==> src/rtl/mvau_wgt_streamer.sv <==
// Weight tile streamer for the streaming MVAU: on-chip tile memory replayed in
// consumption order (sf fastest, then nf) behind a 2-entry FWFT output FIFO.
module mvau_wgt_streamer #(
  parameter int unsigned PE      = 2,
  parameter int unsigned SIMD    = 2,
  parameter int unsigned TW      = 4,
  parameter int unsigned MatrixW = 8,
  parameter int unsigned MatrixH = 4,
  localparam int unsigned SF     = MatrixW / SIMD,
  localparam int unsigned NF     = MatrixH / PE,
  localparam int unsigned TILES  = SF * NF,
  localparam int unsigned TA     = ($clog2(TILES) > 0) ? $clog2(TILES) : 1,
  localparam int unsigned DW     = PE * SIMD * TW
) (
  input  logic          clk,
  input  logic          rst_n,
  input  logic          i_wmem_wen,
  input  logic [TA-1:0] i_wmem_addr,
  input  logic [DW-1:0] i_wmem_din,
  input  logic          i_en,
  input  logic          i_clr,
  input  logic          i_out_rdy,
  output logic          o_out_v,
  output logic [DW-1:0] o_out_wgt,
  output logic          o_sf_last,
  output logic          o_vec_last,
  output logic          o_wr_err
);

  localparam int unsigned SFW = ($clog2(SF) > 0) ? $clog2(SF) : 1;

  if (((MatrixW % SIMD) != 0) || ((MatrixH % PE) != 0)) begin : g_bad_cfg
    $error("mvau_wgt_streamer: MatrixW must be a multiple of SIMD and MatrixH of PE");
  end

  typedef struct packed {
    logic          sf_last;
    logic          vec_last;
    logic [DW-1:0] wgt;
  } tile_t;

  logic [DW-1:0]  r_mem [TILES];
  logic [DW-1:0]  r_rd_wgt;
  logic           r_rd_sfl;
  logic           r_rd_vl;
  logic           r_inflight;
  logic [TA-1:0]  r_rd_addr;
  logic [SFW-1:0] r_sf;
  tile_t          r_q0;
  tile_t          r_q1;
  logic [1:0]     r_count;
  logic           r_valid;
  logic           r_wr_err;

  logic           w_busy;
  logic           w_pop;
  logic           w_push;
  logic           w_issue;
  tile_t          w_new;
  tile_t          w_q0_nxt;
  tile_t          w_q1_nxt;
  logic [1:0]     w_count_nxt;

  assign w_busy  = i_en | r_inflight | (r_count != 2'd0);
  assign w_pop   = (r_count != 2'd0) & i_out_rdy;
  assign w_push  = r_inflight;
  // A pop in the same cycle frees the slot the new read will land in.
  assign w_issue = i_en & ~i_clr & (((r_count + 2'(r_inflight)) < 2'd2) | w_pop);
  assign w_new   = '{sf_last: r_rd_sfl, vec_last: r_rd_vl, wgt: r_rd_wgt};

  // Tile memory: writes only while idle, so they never race a read.
  always_ff @(posedge clk) begin
    if (i_wmem_wen && !w_busy && (32'(i_wmem_addr) < TILES)) begin
      r_mem[i_wmem_addr] <= i_wmem_din;
    end
    if (w_issue) begin
      r_rd_wgt <= r_mem[r_rd_addr];
    end
  end

  // FIFO next state; q1 is kept zero whenever it is not occupied.
  always_comb begin
    w_q0_nxt    = r_q0;
    w_q1_nxt    = r_q1;
    w_count_nxt = r_count;
    case ({w_push, w_pop})
      2'b10: begin
        if (r_count == 2'd0) w_q0_nxt = w_new;
        else                 w_q1_nxt = w_new;
        w_count_nxt = r_count + 2'd1;
      end
      2'b01: begin
        w_q0_nxt    = r_q1;
        w_q1_nxt    = '0;
        w_count_nxt = r_count - 2'd1;
      end
      2'b11: begin
        if (r_count == 2'd1) begin
          w_q0_nxt = w_new;
        end else begin
          w_q0_nxt = r_q1;
          w_q1_nxt = w_new;
        end
      end
      default: ;
    endcase
    if (i_clr) begin
      w_q0_nxt    = '0;
      w_q1_nxt    = '0;
      w_count_nxt = 2'd0;
    end
  end

  always_ff @(posedge clk) begin
    if (!rst_n) begin
      r_rd_addr  <= '0;
      r_sf       <= '0;
      r_inflight <= 1'b0;
      r_rd_sfl   <= 1'b0;
      r_rd_vl    <= 1'b0;
      r_q0       <= '0;
      r_q1       <= '0;
      r_count    <= 2'd0;
      r_valid    <= 1'b0;
      r_wr_err   <= 1'b0;
    end else begin
      r_q0     <= w_q0_nxt;
      r_q1     <= w_q1_nxt;
      r_count  <= w_count_nxt;
      r_valid  <= (w_count_nxt != 2'd0);
      r_wr_err <= i_wmem_wen & w_busy;
      if (i_clr) begin
        r_rd_addr  <= '0;
        r_sf       <= '0;
        r_inflight <= 1'b0;
      end else begin
        r_inflight <= w_issue;
        if (w_issue) begin
          r_rd_addr <= (r_rd_addr == TA'(TILES - 1)) ? '0 : r_rd_addr + TA'(1);
          r_sf      <= (r_sf == SFW'(SF - 1)) ? '0 : r_sf + SFW'(1);
          r_rd_sfl  <= (r_sf == SFW'(SF - 1));
          r_rd_vl   <= (r_rd_addr == TA'(TILES - 1));
        end
      end
    end
  end

  assign o_out_v    = r_valid;
  assign o_out_wgt  = r_q0.wgt;
  assign o_sf_last  = r_q0.sf_last;
  assign o_vec_last = r_q0.vec_last;
  assign o_wr_err   = r_wr_err;

endmodule

==> config.mk <==
export PLATFORM = sky130hd
export DESIGN_NAME = mvau_wgt_streamer
export DESIGN_NICKNAME = d
export VERILOG_FILES = /design/src/rtl/mvau_wgt_streamer.sv
export SDC_FILE = /design/constraint.sdc
export NUM_CORES = 1
export LEC_CHECK = 0
export ABC_AREA = 1
export BUFFER_PORTS_ARGS = -buffer_cell sky130_fd_sc_hd__buf_2
export CAP_MARGIN = 20
export CORE_MARGIN = 1.5
export CORE_UTILIZATION = 37
export DETAILED_ROUTE_END_ITERATION = 10
export SLEW_MARGIN = 0
export SYNTH_ARGS = -nofsm -noshare
export SYNTH_HDL_FRONTEND = slang
export SYNTH_SLANG_ARGS = --single-unit
==> constraint.sdc <==
create_clock -name clk -period 3.2 [get_ports clk]
set_clock_uncertainty 0.1 [all_clocks]
set_input_delay 0.64 -clock clk [delete_from_list [all_inputs] [get_ports clk]]
set_output_delay 0.64 -clock clk [all_outputs]
set_load 0.01 [all_outputs]
# --- Word-level counts from Yosys, hierarchy flattened ---
# Memories as Yosys holds them, arrays and structs flattened. A register that Yosys moved wholly into a read port is not among the register bits.
# Index checks and enable logic that the tools add are counted.
classes:
  order_cmp: 1
  eq_ne: 9
  muxes: 12
  n_reduce_logical: 10
  n_bitwise: 9
  add_sub_neg: 5
op_table:
  columns: ["operator", "count"]
  rows:
  - ["$pmux 18 s3", 2]
  - ["$mux 18", 4]
  - ["$eq 2x2->1 const B", 3]
  - ["$ne 2x2->1 const B", 3]
  - ["$add 2x1->2 const B", 2]
  - ["$and 1x1->1", 4]
  - ["$eq 2x1->1 const B", 2]
  - ["$mux 2", 2]
  - ["$pmux 2 s2", 1]
  - ["$reduce_and 2->1", 2]
  - ["$reduce_bool 2->1", 2]
  - ["$add 3x1->3 const B", 1]
  - ["$eq 3x3->1 const B", 1]
  - ["$mux 3", 1]
  - ["$or 1x1->1", 3]
  - ["$reduce_and 3->1", 1]
  - ["$reduce_bool 3->1", 1]
  - ["$add 2x1->2", 1]
  - ["$logic_not 2->1", 1]
  - ["$lt 2x2->1 const B", 1]
  - ["$mux 1", 2]
  - ["$not 1->1", 2]
  - ["$reduce_or 2->1", 1]
  - ["$sub 2x1->2 const B", 1]
  - ["2 further kinds", 2]
totals:
  elab_cells: 61
  regBits: 48
  out_inout_bits: 20
  ram_bits: 128
  mem_count: 1
memory_table:
  columns: ["name", "depth", "width", "read_ports", "rd_ports_with_merged_regs", "write_ports", "line_no", "source"]
  rows:
  - ["r_mem", 8, 16, 1, 1, 1, "42", "logic [DW-1:0] r_mem [TILES];"]

# --- Longest topological paths before layout ---
depth:
  word_depth: 6
  ltp_mapped: 13
  mapped_depth_nobuf: 12

# --- Worst setup path after synthesis ---
# OpenSTA, ideal clock, no wires.
synth_timing:
  path_type: "input to register"
  from: "input i_en"
  to: "memory r_mem[0][0] (netlist name), enable pin"
  cell_stages: 5
  setup_ps: 409
  t_arrival_ps: 2152
  slack_ps: 538
  cell_sequence: "inv_1 > nand3_1 > nor2_1 > nand2_1 > nor3_1"
synth_between:
  elab_chain_cells: 6
synth_lines:
  columns: ["item", "line_no", "source"]
  rows:
  - ["start, declared", "20", "input logic i_en,"]
  - ["$or 1x1->1 (2 in series)", "64", "assign w_busy = i_en | r_inflight | (r_count != 2'd0);"]
  - ["$logic_not 1->1", "73", "if (i_wmem_wen && !w_busy && (32'(i_wmem_addr) < TILES)) begin"]
  - ["$logic_and 1x1->1", "73", null]
  - ["$mux 1", "73", null]
  - ["$mux 1 (not written as such)", "74", "r_mem[i_wmem_addr] <= i_wmem_din;"]
  - ["end, declared", "42", null]
# No other way between the ends.

# --- Final worst setup path ---
layout_timing:
  from: "register r_count[1]"
  to: "register r_q0 (netlist bit o_out_wgt[15])"
layout_between:
  elab_chain_cells: 5
  word_cells_on_any_way: 12
  classes_between: "eq/ne: 5; mux: 2; bitwise: 1; reduce/logical: 4"
layout_lines:
  columns: ["item", "line_no", "source"]
  rows:
  - ["start, declared", "51", "logic [1:0] r_count;"]
  - ["start signal, assigned", "129", "r_count <= w_count_nxt;"]
  - ["$reduce_bool 2->1", "65", "assign w_pop = (r_count != 2'd0) & i_out_rdy;"]
  - ["$and 1x1->1", "65", null]
  - ["$eq 2x2->1 or $eq 2x1->1 (tied branches)", "86", "case ({w_push, w_pop})"]
  - ["$ne 2x2->1 (no line) or $reduce_bool 3->1 (tied branches)", null, null]
  - ["$reduce_and 2->1 (no line)", null, null]
  - ["end signal, assigned", "127", "r_q0 <= w_q0_nxt;"]
  - ["end, declared", "49", "tile_t r_q0;"]
# Parallel ways exist; a longest one is shown, timed or not.
# A chain may end at the register's enable or synchronous reset.

==> results.md <==
- Least-Margin Pin Slew: 0.774 ns
- Vias in the first global route: 4,876
- Largest cells by area after synthesis: edfxtp_1 (54%), dfxtp_1 (12%), nand2_1 (5.8%), nor2_1 (5.7%), inv_1 (3.3%)
- # port buffers: 44
- Hold EP: o_wr_err$_SDFF_PN0_
- FF-to-FF path depth: 11
- Worst Hold Depth: 3
- Synth Area in Simple Gates: 17.8%
- Drt pass-1 iters: 4
- CTS tree: done
- Setup TNS: 0 ns
- Initial drt markers: 386
- Final GP Congestion: 0.708
- Detail Route Antenna Nets: 0
- Unrepaired setup endpoints after global routing: no
- Worst-path clk slew: 0.07 ns
- Post-layout min period: 2.30 ns
- I/O pin total: 45
- Chip width: 150 microns
- Total grt overflow: 0
- Yosys top cell area share: 53.9%
- Largest net degree at the start of global routing: 66
- Fin nets: 845
- Clock H-tree levels: 4
- Core Rows: 53
- Pwr Total: 5150 uW
- Crit path required time: 3.47 ns
- Slew headroom: 48.2%
- Most area-hungry cell type in the Yosys netlist: edfxtp_1
- Routed WL per cell: 14.0 microns
- Syn avg cell area: 10.4 sq um
- XOR/XNOR Fraction of Synth Area: 0%
- Max Cap Violations: 0
- CP startpoint kind: flop
- Height of the die: 150 microns
- Syn Inst Count: 771
- DP HPWL: 8.89 mm
- RR Startpoint: r_count[1]$_SDFF_PN0_
- Final setup violation count: 0
- Reg area: 5290 sq um
- Multi-input gate area: 2190 sq um
- Core Area: 21,200 sq um
- Post-CTS Hold Buffers: 0
- Worst setup path class: reg2reg
- CP Capture Type: flop
- Cell Area, Synth: 8020 sq um
- Gr usage total: 14.8%
- Status: finished, final reports clean
- Most frequent cells in the layout: edfxtp_1 (144), nand2_1 (123), nor2_1 (121)
- CTS Root Buffer Type: clkbuf_16
- Register area share after synthesis: 65.9%
- Hold Path Origin: i_wmem_wen
- Clk sinks: 192
- Hold WS: 0.345 ns
- Drt total wl: 15.4 mm
- Period utilization: 71.8%
- Number of hold violations in the final report: 0
- F_max: 0.435 GHz
- Cts bufs inserted: 17
- Initial Utilization: 37.9%
- Synthesized Nets: 805
- Cell area after layout: 9020 sq um
- Post-Synth Adder-Cell Area: 1.40%
- Via count: 5,100
- Main combinational cell family by area after synthesis: simple AND/OR/NAND/NOR gates
- Clk buf depth: 2
- First-pass GRT wire length: 25.5 mm
- Pwr Density: 571 nW/um^2
- Leakage: 0.00356 uW
- Post-cts repair resize count: 0
- Complex-gate fraction of the synthesized area: 7.91%
- Reg2reg setup slack: 0.90 ns
- Critical R2R Capture: o_out_wgt[15]$_SDFFE_PP0P_
- Yosys warnings: 0
- Die area: 22,600 sq um
- Critical Path Fanout Max: 18
- Multiplexer share of the synthesized area: 0%
- Slew Limit Fails: 0
- Post-CTS setup buffer count: 0
- Distinct cells, synth: 30
- Drt drc: 0
- Initial antenna violation count: 1
- Commonest non-fill, non-tap cell in the layout: edfxtp_1
- VDD IR max: 0.341 mV
- Fillers: 2,018
- Placed instance area: 8440 sq um
- Clk_lat worst skew: 0.42 ns
- Synth-to-Final Area Change: 12.5%
- Layout cells sized above 1: 14.1%
- Arr. time, crit path: 2.56 ns
- Post-synthesis sequential element count: 192
- Via density: 4.64
- Worst Hold Class: in2reg
power by group:
group / internal (uW) / total [uW] / switching (uW)
sequential: 2730 / 2750 / 25.5
combinational: 102 / 306 / 204
clock: 1160 / 2090 / 924
total: 3990 / 5150 / 1150
metal layers:
metal	part of all wire, %	vias up	wire length (microns)	GRT usage, %
met5	0	-	0	0
met4	0.95	0	146	4.56
met3	3.9	7	594	3.24
met2	49	78	7470	25.0
met1	47	2375	7190	19.0
li1	-	2640	-	-
worst max-delay path: stages, from the launching register on:
cell and delay, ns:
dfxtp_1 0.31, inv_1 0.11, ha_1 0.24, inv_2 0.08
nand2_4 0.10, inv_1 0.06, ha_1 0.23, o21ai_2 0.62
nand2_1 0.14, nand3_1 0.12, nand3_1 0.07, inv_1 0.05
flip-flops by register name, summed over array words and instances, names as in the netlist, 2 cells and up:
register	flops
r_rd_addr	3
r_mem	128
r_count	2
r_sf	2
r_rd_wgt	16
o_out_wgt	16
r_q1	18
layout make-up:
cell class                 instances  share of cell area [%]
sequential                       192                    58.6
multi-input combinational        465                    24.3
clock buffer                      18                    4.76
tap                              275                    3.81
timing repair buffer              59                    3.69
inverter                          76                    3.16
clock inverter                    14                    1.69
antenna                            1                  0.0277
per-stage QoR:
stage	worst slack [ns]	util [%]	instances
final	0.904	42.7	1100
after CTS	0.900	42.6	1099
after floorplan	0.538	-	771
after global routing	0.643	42.6	1099
after global placement	0.937	39.9	1067
after detailed placement	0.889	39.9	1067
worst max path at each step:
| stage | startpoint | slack (ns) | end | cells past startpoint |
|---|---|---|---|---|
| after global placement | i_out_rdy | 0.94 | o_out_wgt[7]$_SDFFE_PP0P_ | 9 |
| after global routing | r_count[0]$_SDFF_PN0_ | 0.64 | o_out_wgt[13]$_SDFFE_PP0P_ | 11 |
| final | r_count[1]$_SDFF_PN0_ | 0.90 | o_out_wgt[15]$_SDFFE_PP0P_ | 11 |
| after floorplan | i_en | 0.54 | r_mem[0][0]$_DFFE_PP_ | 5 |
| after CTS | r_count[0]$_SDFF_PN0_ | 0.90 | o_out_wgt[15]$_SDFFE_PP0P_ | 11 |
| after detailed placement | i_out_rdy | 0.89 | o_out_wgt[15]$_SDFFE_PP0P_ | 9 |
cell families (layout without fill, tap and decap cells):
logic type	count (synthesis)	count (layout)
other cells	0	1
simple gates	335	335
buf+inv	114	167
fa+ha+maj	9	9
compound gates	121	121
flops	192	192
synth_stat cells (all sizes together):
library cell  number
a21oi             18
buf               34
clkbuf             4
dfxtp             48
edfxtp           144
ha                 9
inv               76
nand2            125
nand3             46
nand3b             1
nor2             123
nor3              20
o211ai             1
o21ai            102
or2               20
(Power assumes the default switching activity.)
